<file path="src/rtl/riscv_defines.sv">
// rtl/riscv_defines.sv - shared types for the instruction fetch arbiter
package riscv_defines;

    typedef logic master_id_t;

    typedef enum logic {
        ARB  = 1'b0,
        HOLD = 1'b1
    } fetch_arb_state_t;

    localparam master_id_t MASTER0 = 1'b0;
    localparam master_id_t MASTER1 = 1'b1;

endpackage

</file>
<file path="src/rtl/riscv_fetch_arb_idfifo.sv">
// rtl/riscv_fetch_arb_idfifo.sv - in-order FIFO of granted master IDs
module riscv_fetch_arb_idfifo
    import riscv_defines::*;
#(
    parameter int DEPTH = 2
) (
    input  logic       clk,
    input  logic       rst,
    input  logic       push,
    input  master_id_t push_id,
    input  logic       pop,
    output master_id_t head,
    output logic       full,
    output logic       empty
);

    localparam logic [1:0] LAST    = 2'(DEPTH - 1);
    localparam logic [2:0] DEPTH_C = 3'(DEPTH);

    logic [3:0] mem;
    logic [1:0] wr_ptr;
    logic [1:0] rd_ptr;
    logic [2:0] count;
    logic       do_push;
    logic       do_pop;

    assign full    = (count == DEPTH_C);
    assign empty   = (count == 3'd0);
    assign head    = mem[rd_ptr];
    assign do_push = push & ~full;
    assign do_pop  = pop & ~empty;

    always_ff @(posedge clk) begin
        if (rst) begin
            mem    <= '0;
            wr_ptr <= '0;
            rd_ptr <= '0;
            count  <= '0;
        end else begin
            if (do_push) begin
                mem[wr_ptr] <= push_id;
                wr_ptr      <= (wr_ptr == LAST) ? 2'd0 : wr_ptr + 2'd1;
            end
            if (do_pop) begin
                rd_ptr <= (rd_ptr == LAST) ? 2'd0 : rd_ptr + 2'd1;
            end
            case ({do_push, do_pop})
                2'b10:   count <= count + 3'd1;
                2'b01:   count <= count - 3'd1;
                default: count <= count;
            endcase
        end
    end

endmodule

</file>
<file path="src/rtl/riscv_fetch_arbiter.sv">
// rtl/riscv_fetch_arbiter.sv - two-master round-robin instruction fetch arbiter (RISCV_FETCH_ARB_PMP_ERR_EN enables error forwarding)
module riscv_fetch_arbiter
    import riscv_defines::*;
#(
    parameter int RDATA_WIDTH     = 32,
    parameter int MAX_OUTSTANDING = 2
) (
    input  logic                   clk,
    input  logic                   rst,
    input  logic                   m0_req_i,
    input  logic [31:0]            m0_addr_i,
    output logic                   m0_gnt_o,
    output logic                   m0_rvalid_o,
    output logic [RDATA_WIDTH-1:0] m0_rdata_o,
    output logic                   m0_err_o,
    input  logic                   m1_req_i,
    input  logic [31:0]            m1_addr_i,
    output logic                   m1_gnt_o,
    output logic                   m1_rvalid_o,
    output logic [RDATA_WIDTH-1:0] m1_rdata_o,
    output logic                   m1_err_o,
    output logic                   instr_req_o,
    output logic [31:0]            instr_addr_o,
    input  logic                   instr_gnt_i,
    input  logic                   instr_rvalid_i,
    input  logic [RDATA_WIDTH-1:0] instr_rdata_i,
    input  logic                   instr_err_pmp_i,
    output logic                   busy_o
);

    fetch_arb_state_t state_q;
    master_id_t       rr_q;
    master_id_t       hold_id_q;
    logic [31:0]      hold_addr_q;

    master_id_t arb_winner;
    master_id_t winner;
    master_id_t head_id;
    logic       fifo_full;
    logic       fifo_empty;
    logic       push;
    logic       pop;

    always_comb begin
        arb_winner = MASTER0;
        if (m0_req_i && m1_req_i) arb_winner = rr_q;
        else if (m1_req_i)        arb_winner = MASTER1;
    end

    // A stalled request is frozen on the latched master and address until granted
    assign winner       = (state_q == HOLD) ? hold_id_q : arb_winner;
    assign instr_req_o  = ~rst & ((state_q == HOLD) | ((m0_req_i | m1_req_i) & ~fifo_full));
    assign instr_addr_o = (state_q == HOLD)     ? hold_addr_q :
                          (winner == MASTER1)   ? m1_addr_i   : m0_addr_i;

    assign push = instr_req_o & instr_gnt_i;
    assign pop  = ~rst & instr_rvalid_i & ~fifo_empty;

    assign m0_gnt_o    = push & (winner == MASTER0);
    assign m1_gnt_o    = push & (winner == MASTER1);
    assign m0_rvalid_o = pop & (head_id == MASTER0);
    assign m1_rvalid_o = pop & (head_id == MASTER1);
    assign m0_rdata_o  = instr_rdata_i;
    assign m1_rdata_o  = instr_rdata_i;
    assign busy_o      = ~rst & (instr_req_o | ~fifo_empty);

`ifdef RISCV_FETCH_ARB_PMP_ERR_EN
    assign m0_err_o = instr_err_pmp_i & m0_rvalid_o;
    assign m1_err_o = instr_err_pmp_i & m1_rvalid_o;
`else
    logic unused_err_pmp;
    assign unused_err_pmp = instr_err_pmp_i;
    assign m0_err_o       = 1'b0;
    assign m1_err_o       = 1'b0;
`endif

    always_ff @(posedge clk) begin
        if (rst) begin
            state_q     <= ARB;
            rr_q        <= MASTER0;
            hold_id_q   <= MASTER0;
            hold_addr_q <= '0;
        end else begin
            case (state_q)
                ARB: begin
                    if (instr_req_o && !instr_gnt_i) begin
                        state_q     <= HOLD;
                        hold_id_q   <= arb_winner;
                        hold_addr_q <= instr_addr_o;
                    end
                end
                HOLD: begin
                    if (instr_gnt_i) state_q <= ARB;
                end
                default: state_q <= ARB;
            endcase
            if (push) rr_q <= ~winner;
        end
    end

    riscv_fetch_arb_idfifo #(
        .DEPTH (MAX_OUTSTANDING)
    ) u_idfifo (
        .clk     (clk),
        .rst     (rst),
        .push    (push),
        .push_id (winner),
        .pop     (pop),
        .head    (head_id),
        .full    (fifo_full),
        .empty   (fifo_empty)
    );

endmodule

</file>
<file path="config.mk">
export PLATFORM = sky130hd
export DESIGN_NAME = riscv_fetch_arbiter
export DESIGN_NICKNAME = d
export VERILOG_FILES = /design/src/rtl/riscv_defines.sv /design/src/rtl/riscv_fetch_arb_idfifo.sv /design/src/rtl/riscv_fetch_arbiter.sv
export SDC_FILE = /design/constraint.sdc
export NUM_CORES = 1
export LEC_CHECK = 0
export CAP_MARGIN = 20
export CORE_MARGIN = 10
export CORE_UTILIZATION = 37
export CTS_CLUSTER_DIAMETER = 120
export DETAILED_ROUTE_END_ITERATION = 6
export PLACE_DENSITY = 0.82
export SLEW_MARGIN = 20
export SYNTH_ARGS = -nofsm -noshare
export SYNTH_HDL_FRONTEND = slang
export SYNTH_SLANG_ARGS = --single-unit
</file>
<file path="constraint.sdc">
create_clock -name clk -period 2.6 [get_ports clk]
set_input_delay 0.52 -clock clk [delete_from_list [all_inputs] [get_ports clk]]
set_output_delay 0.52 -clock clk [all_outputs]
set_load 0.02 [all_outputs]
</file>
After elaboration in Yosys (flattened, before gate mapping)
Index checks and enable logic that the tools add are counted.

word-level totals
  output and inout bits = 104
  register bits after elaboration = 46
  word-level logic and storage cells = 64

operators by class
  mux-type cells = 16
  bitwise logic cells = 21
  $add $sub $neg = 4
  order comparisons = 3
  reduce and logical (&&, ||, !) cells = 7
  equal/unequal tests = 5

operators by type and width
  kind                                                               number
  two-way mux 32 bit                                                 2
  bitwise AND 1 bit                                                  12
  two-way mux 1 bit                                                  7
  equality test 2 x 1 -> 1 bit, second input constant                3
  less-than comparator 2 x 3 -> 1 bit, second input constant         2
  NOT 1 bit                                                          6
  case mux 3 bit (2 select lines)                                    1
  adder 2 x 1 -> 2 bit, second input constant                        2
  bitwise mux 4 bit                                                  1
  two-way mux 2 bit                                                  2
  adder 3 x 1 -> 3 bit, second input constant                        1
  equality test 3 x 2 -> 1 bit, second input constant                1
  logical AND 1 bit                                                  3
  logical NOT 3 bit                                                  1
  OR 1 bit                                                           3
  subtractor 3 x 1 -> 3 bit, second input constant                   1
  binary-select mux 1 bit (select 2 bit)                             1
  demux 1 bit (select 2 bit)                                         1
  equality test 2 bit, second input constant                         1
  greater-or-equal comparator 2 x 1 -> 1 bit, second input constant  1
  case mux 1 bit (2 select lines)                                    1
  AND reduction 2 bit                                                1
  nonzero test 2 bit                                                 1
  logical NOT 1 bit                                                  1

Logic depth before layout (Yosys ltp)
Gate-level depths: netlist of run 1.

  depth in word-level cells = 9
  depth in mapped cells = 9
  mapped depth without buffers = 7

Hierarchy
Synthesis of run 1 repeated with hierarchy kept, for this count alone.

unflattened totals
  cells, all modules = 329
  area, all modules = 2970.3 µm²

by module, submodules not included
  module                  area each (µm²)  sequential area each (µm²)  cells an instance  instances
  riscv_fetch_arbiter     2411.1           700.7                       273                1
  riscv_fetch_arb_idfifo  559.3            220.2                       56                 1

Worst setup path before layout of run 1
No wires, ideal clock.

  kind = register to register
  from = register u_idfifo.count[0]
  to = register u_idfifo.count[2]
  clock period less this slack = 2353 ps
  arrival = 2283 ps
  library setup time = 71 ps
  slack = 247 ps
  stages on the path, launching flop included = 10
  buffers on the path = 2
  data required time = 2529 ps
  path through = dfxtp_1 -> or3b_1 -> buf_2 -> buf_1 -> nand4_1 -> ha_1 -> fa_1 -> xnor2_1 -> or3_1 -> a21oi_1

between the ends
  word-level cells in the longest chain between the ends = 9
  elaborated cells on any way between the ends = 17
  classes of those cells = add/sub: 2; eq/ne: 3; mux: 1; bitwise: 9; reduce/logical: 2

ends and longest elaborated chain
  item                                                                   line                                                     text
  start, declared                                                        riscv_fetch_arb_idfifo.sv:23                             logic [2:0] count;
  start signal, assigned                                                 riscv_fetch_arb_idfifo.sv:48                             2'b10: count <= count + 3'd1;
  start signal, assigned                                                 riscv_fetch_arb_idfifo.sv:49                             2'b01: count <= count - 3'd1;
  start signal, assigned                                                 riscv_fetch_arb_idfifo.sv:50                             default: count <= count;
  equality test 3 x 2 -> 1 bit                                           riscv_fetch_arb_idfifo.sv:27                             assign full = (count == DEPTH_C);
  NOT 1 bit                                                              riscv_fetch_arb_idfifo.sv:30, riscv_fetch_arbiter.sv:52
  bitwise AND 1 bit                                                      riscv_fetch_arbiter.sv:52                                assign instr_req_o = ~rst & ((state_q == HOLD) | ((m0_req_i | m1_req_i) & ~fifo_full));
  OR 1 bit                                                               riscv_fetch_arbiter.sv:52
  bitwise AND 1 bit                                                      riscv_fetch_arbiter.sv:52
  bitwise AND 1 bit                                                      riscv_fetch_arbiter.sv:56                                assign push = instr_req_o & instr_gnt_i;
  bitwise AND 1 bit                                                      riscv_fetch_arb_idfifo.sv:30                             assign do_push = push & ~full;
  equality test 2 x 1 -> 1 bit or equality test 2 bit (tied branches)    riscv_fetch_arb_idfifo.sv:47                             case ({do_push, do_pop})
  case mux 3 bit (2 select lines) or nonzero test 2 bit (tied branches)  --

Parallel ways exist; a longest one is shown, timed or not.
A chain may end at the register's enable or synchronous reset.

Final worst setup path of run 1
  from = input port m1_req_i
  to = output port busy_o

between the ends
  word-level cells in the longest chain between the ends = 6

ends and longest elaborated chain
  item               line                       text
  start, declared    riscv_fetch_arbiter.sv:16  input logic m1_req_i,
  OR 1 bit           riscv_fetch_arbiter.sv:52
  bitwise AND 1 bit  riscv_fetch_arbiter.sv:52
  OR 1 bit           riscv_fetch_arbiter.sv:52
  bitwise AND 1 bit  riscv_fetch_arbiter.sv:52
  OR 1 bit           riscv_fetch_arbiter.sv:65  assign busy_o = ~rst & (instr_req_o | ~fifo_empty);
  bitwise AND 1 bit  riscv_fetch_arbiter.sv:65
  end, declared      riscv_fetch_arbiter.sv:28  output logic busy_o

No other way between the ends.

==> out/results.ini, run 1 <==
[worst_setup_path]
path_buf_inv=3
cp-start-kind=input pin
crit_family=buffers and inverters
worstPathArrival_ns=1.99
path_class=in -> out
required_ns=2.08
cp_slowest_cell=clkdlybuf4s50_1
critical_path.cell_chain=dlygate4sd2_1 > nor3_2 > buf_4 > a21oi_1 > clkdlybuf4s50_1
slowest_delay_ns=0.55
cp_max_fo=10
cp-end-kind=output port

[synthesis]
syn_area_sq_um=3220
yosysTopAreaCell=dfxtp_1
synthTopCellsByArea=dfxtp_1 29%, buf_4 15%, a31oi_1 12%
synth.top_cell.area_share_pct=28.6
synthTopCellsByCount=66 x buf_4, 64 x a31oi_1, 46 x dfxtp_1
synth_enable_flop_cells=0
yosysWarnings=0
ys_ff_latch=46
synth-main-ff-cell=dfxtp_1
syn-instance-count=415
async_reset_ff_share_pct=0
avgSynthCellArea_sq_um=7.75
ys_seq_area_share_pct=28.6
synthMostInstantiatedCell=buf_4
ys_types=45

[global_routing]
grt-ovfl-total=0
antenna_found_initial=0
track_usage_pct=16.1
first_global_vias=3544
grt_start_max_net_pins=39
grt_first_pass_wirelength_um=17600

[timing]
rsz0062_at_grt=yes
fin_crit_ns=2.51
slew_headroom_pct=53.5
hold_violations=0
min_period_over_period_pct=96.4
hold-worst-slack_ns=0.470
clock_skew_ns=0.00866
setup_tns_ns=0
fmax_mhz=399
setup_viol=0
slew_violations=0
worst_pin_slew_ns=0.687

[cts]
cts_setup_buffers=0
path_clk_slew_ns=0.09
htreeDepth=2
numCtsBuffers=5
clock-sinks=46
root_buffer=clkbuf_8
cts_tree=yes
cts_buffer_depth=2
insertion_delay_ns=0.29
holdBufCountCts=0

[floorplan]
io_pins=207
start_util_pct=38.6
core_area_sq_um=8340
fp-row-count=33
die_area_sq_um=12800
die_y_um=113
fp.dieW_um=113

[status]
status=finished, final reports clean

[place]
dp_cells=603
place_congestion=0.800
io_buffers=107
hpwl_um=7980

[power_and_ir_drop]
p_leak_nw=1.78
ir_worst_vdd_uv=299
pwr-share-comb_pct=39.9
pwr_density_cell_nw_per_um2=474
p_int_mw=1.39
clkPwrFrac_pct=21.7
finalPower_mw=2.11
switching_power_mw=0.726
p_seq_share_pct=38.4
switching_share_pct=34.4

[routing]
drt_first_pass_iters=4
viasPerCell=5.78
ant_nets=0
drt_iter0_markers=271
wirelength_um=11300
drc_errors=0
via_count=3533
wl_per_cell_um=18.5

[final_layout]
fin_util_pct=53.5
finalNonFillerCells=611
area_delta_synth_final_pct=38.7
antenna_cells=0
fin_nets=610
drive_above_1_share_pct=22.5

[hold_path]
hold_path_class=reg -> reg

[flow_run]
maxCapViolations=0

## repair_timing
item,4_1_cts,5_1_grt
resized for setup,88,2
pin swaps,1,0
setup endpoints to repair,36,2
## layout make-up
cell class / instances / area (sq um)
inverter: 6 / 22.5
timing repair buffer: 191 / 1690
sequential: 46 / 921
clock inverter: 2 / 12.5
multi-input combinational: 255 / 1610
fill: 784 / 3880
clock buffer: 6 / 82.6
tap: 105 / 131
## layer usage
| metal | part of all wire [%] | vias up | global-route usage (%) |
|---|---|---|---|
| met2 | 49 | 164 | 27.5 |
| li1 | - | 1684 | - |
| met1 | 41 | 1662 | 19.0 |
| met3 | 9.8 | 23 | 4.65 |
| met4 | 0.92 | 0 | 4.65 |
| met5 | 0 | - | 0 |
## cell families after synthesis
| family | count (synthesis) | synth area share [%] |
|---|---|---|
| xor+xnor | 3 | 0.817 |
| buf+inv | 115 | 22.4 |
| flops | 46 | 28.6 |
| fa+ha+maj | 2 | 1.01 |
| other cells | 1 | 0.117 |
| compound gates | 148 | 31.0 |
| mux | 2 | 1.01 |
| simple gates | 98 | 15.1 |
## cell usage in the layout (no fill, tap or decap), types with 4 or more instances in the layout
| master | count |
|---|---|
| o311ai_0 | 4 |
| inv_1 | 4 |
| buf_12 | 4 |
| clkdlybuf4s15_2 | 5 |
| o21ai_0 | 31 |
| buf_4 | 79 |
| buf_2 | 9 |
| dfxtp_1 | 46 |
| dlygate4sd2_1 | 24 |
| a311oi_1 | 32 |
| a21oi_1 | 4 |
| clkdlybuf4s50_1 | 69 |
| a31oi_1 | 64 |
| clkbuf_8 | 6 |
| o41ai_1 | 4 |
| nor2_1 | 36 |
| nand3_1 | 33 |
## flip-flops by register name (all words and copies together) (netlist names)
register         cells
hold_addr_q         32
hold_id_q            1
u_idfifo.rd_ptr      2
rr_q                 1
u_idfifo.mem         4
u_idfifo.wr_ptr      2
state_q              1
u_idfifo.count       3
## power groups by stage
stage          Sequential [mW]  Clock (mW)  Combinational [mW]
2_1_floorplan            0.815           0               0.590
3_3_place_gp             0.824           0               0.869
3_5_place_dp             0.827           0               0.890
4_1_cts                  0.812       0.474               0.845
5_1_grt                  0.821       0.498               0.911
6_report                 0.812       0.458               0.844
## worst paths after layout
kind | slack [ns] | start | endpoint | depth (start not counted)
setup / recovery | 0.09 | m1_req_i | busy_o | 5
hold / removal | 0.47 | u_idfifo.rd_ptr[1]$_SDFFE_PP0P_ | u_idfifo.rd_ptr[1]$_SDFFE_PP0P_ | 1
setup reg to reg | 0.38 | u_idfifo.count[0]$_SDFFE_PP0P_ | u_idfifo.count[2]$_SDFFE_PP0P_ | 7
hold reg to reg | 0.47 | u_idfifo.rd_ptr[1]$_SDFFE_PP0P_ | u_idfifo.rd_ptr[1]$_SDFFE_PP0P_ | 1
## per-stage QoR
| step | setup WS [ns] | cell area [sq um] |
|---|---|---|
| after floorplan | 0.247 | 3220 |
| after global placement | -0.393 | 4400 |
| after detailed placement | -0.418 | 4400 |
| after CTS | 0.0702 | 4450 |
| after global routing | -0.0216 | 4460 |
| final | 0.0925 | 4460 |
Power figures use the tool's default switching activity.
==> run 2: changes to the inputs <==
Settings changed: CORE_MARGIN 10 to 4.
==> out/results.ini, run 2 (synthesis results as in run 1) <==
[status]
status=finished, final reports clean

[worst_setup_path]
crit_start=instr_rvalid_i
path_buf_inv=2  ; -1
worstPathArrival_ns=1.97  ; -0.02 ns
worst-path-stages=5  ; unchanged
crit_path_frequent_cell=clkdlybuf4s50_1
crit_family=buffers and inverters
slowest_delay_ns=0.60  ; +0.05 ns
cp_max_fo=3  ; -7
r2r_end=u_idfifo.count[2]$_SDFFE_PP0P_
path_class=in -> out
cp-end-kind=output port
reg2reg_slack_ns=0.40  ; +0.02 ns
r2r_start=u_idfifo.count[0]$_SDFFE_PP0P_
reg2reg_depth=7  ; unchanged
critPathCapture=m1_rvalid_o
critical_path.cell_chain=clkdlybuf4s50_1 > o31ai_1 > nor2_1 > and2_1 > clkdlybuf4s50_1
cp-start-kind=input pin
required_ns=2.08  ; about the same
cp_slowest_cell=clkdlybuf4s50_1

[timing]
fin_crit_ns=2.49  ; -0.0200 ns
clock_skew_ns=0.0116  ; +0.00292 ns
setup_viol=0  ; unchanged
hold_violations=0  ; unchanged
slew_headroom_pct=58.7  ; +5.2 points
setup_tns_ns=0  ; unchanged
fmax_mhz=402  ; +0.80%
slew_violations=0  ; unchanged
fin_ws_ns=0.112  ; +0.0200 ns
rsz0062_at_grt=no
worst_pin_slew_ns=0.618  ; -0.0690 ns
min_period_over_period_pct=95.7  ; -0.77 points

[floorplan]
die_area_sq_um=10200  ; -20%
start_util_pct=38.6  ; unchanged
fp.dieW_um=101  ; -11%
io_pins=207  ; unchanged
fp-row-count=33  ; unchanged
die_y_um=101  ; -11%
core_area_sq_um=8340  ; unchanged

[cts]
root_buffer=clkbuf_8
numCtsBuffers=5  ; unchanged
cts_buffer_depth=2  ; unchanged
htreeDepth=2  ; unchanged
clock-sinks=46  ; unchanged
insertion_delay_ns=0.30  ; about the same
cts_tree=yes
cts_setup_buffers=0  ; unchanged
path_clk_slew_ns=0.08  ; about the same

[hold_path]
hold_path_class=reg -> reg
min_path_cells=1  ; unchanged

[place]
place_ws_ns=-0.435  ; -0.0172 ns
hpwl_um=7360  ; -7.8%
io_buffers=107  ; unchanged
place_congestion=0.821  ; +2.7%
postPlaceCellArea_sq_um=4390  ; -0.23%

[routing]
ant_nets=0  ; unchanged
wirelength_um=10700  ; -5.0%
wl_per_cell_um=17.5  ; -5.3%
viasPerCell=5.90  ; +2.1%
drt_first_pass_iters=5  ; +1
drt_iter0_markers=163  ; -40%
via_count=3618  ; +2.4%
drc_errors=0  ; unchanged

[global_routing]
antenna_found_initial=0  ; unchanged
track_usage_pct=20.1  ; +4.0 points
grt_start_max_net_pins=38  ; -2.6%
grt_first_pass_wirelength_um=17200  ; -2.5%
first_global_vias=3663  ; +3.4%
grt-ovfl-total=0  ; unchanged

[final_layout]
stdcell_area_sq_um=4520  ; +1.3%
fin_nets=612  ; +0.33%
antenna_cells=0  ; unchanged
drive_above_1_share_pct=25.4  ; +2.9 points
final_common_cell=buf_4
final_cell_mix=81 x buf_4, 68 x clkdlybuf4s50_1, 64 x a31oi_1
largest_registers=hold_addr_q (32), u_idfifo.mem (4), u_idfifo.count (3)
area_delta_synth_final_pct=40.5
top_register=hold_addr_q
largest_reg_flops=32  ; unchanged

[power_and_ir_drop]
switching_power_mw=0.733  ; +0.87%
switching_share_pct=33.2  ; -1.1 points
pwr_density_cell_nw_per_um2=488  ; +3.0%
p_int_mw=1.47  ; +6.2%
p_leak_nw=1.80  ; +1.4%
pwr-share-comb_pct=38.8  ; -1.1 points
p_seq_share_pct=36.8  ; -1.6 points
ir_worst_vdd_uv=252  ; -16%
clkPwrFrac_pct=24.4  ; +2.7 points

[flow_run]
maxCapViolations=0  ; unchanged

run 2: what timing repair did:
item                                    CTS  global route
gates resized for setup                 126            21
hold buffers                              0             0
endpoints found under the setup margin   36            37
run 2: worst min path at each step:
stage / from / to
finish: u_idfifo.rd_ptr[1]$_SDFFE_PP0P_ / u_idfifo.rd_ptr[1]$_SDFFE_PP0P_
global route: u_idfifo.rd_ptr[1]$_SDFFE_PP0P_ / u_idfifo.rd_ptr[1]$_SDFFE_PP0P_
CTS: u_idfifo.rd_ptr[1]$_SDFFE_PP0P_ / u_idfifo.rd_ptr[1]$_SDFFE_PP0P_
detailed placement: u_idfifo.rd_ptr[1]$_SDFFE_PP0P_ / u_idfifo.rd_ptr[1]$_SDFFE_PP0P_
global placement: u_idfifo.rd_ptr[1]$_SDFFE_PP0P_ / u_idfifo.rd_ptr[1]$_SDFFE_PP0P_
floorplan: u_idfifo.rd_ptr[1]$_SDFFE_PP0P_ / u_idfifo.rd_ptr[1]$_SDFFE_PP0P_
run 2: final cells by class:
| class | count | area, sq um |
|---|---|---|
| Clock buffer | 6 | 72.6 |
| Clock inverter | 2 | 37.5 |
| Fill cell | 768 | 3820 |
| Inverter | 6 | 22.5 |
| Multi-Input combinational cell | 255 | 1600 |
| Sequential cell | 46 | 921 |
| Tap cell | 105 | 131 |
| Timing Repair Buffer | 193 | 1740 |
run 2: metrics by stage:
step                power (mW)  cells  utilization [%]  hold WS, ns
global route              2.32    613             54.2        0.486
CTS                       2.22    613             54.1        0.464
global placement          1.68    605             52.7        0.444
finish                    2.21    613             54.2        0.462
detailed placement        1.71    605             52.7        0.452
floorplan                 1.40    416                -        0.435
run 2: layer usage:
metal / vias to the layer above / wire [um] / part of all wire, % / GRT usage (%)
met3: 32 / 996 / 9.3 / 4.06
met1: 1732 / 4410 / 41 / 25.5
met4: 0 / 208 / 1.9 / 6.03
met2: 168 / 5110 / 48 / 34.3
met5: - / 0 / 0 / 0
li1: 1686 / - / - / -
run 2: power groups by stage:
stage / registers (mW) / clock network [mW] / logic, mW
final: 0.812 / 0.537 / 0.856
after detailed placement: 0.828 / 0 / 0.878
after global placement: 0.823 / 0 / 0.859
after global routing: 0.819 / 0.576 / 0.927
after floorplan: 0.815 / 0 / 0.590
after CTS: 0.812 / 0.554 / 0.854
==> run 3: changes to the inputs <==
Settings changed: SLEW_MARGIN 20 to default.
==> results of run 3 <==
Same layout as run 2: the final DEF is identical, and so are final timing and power.
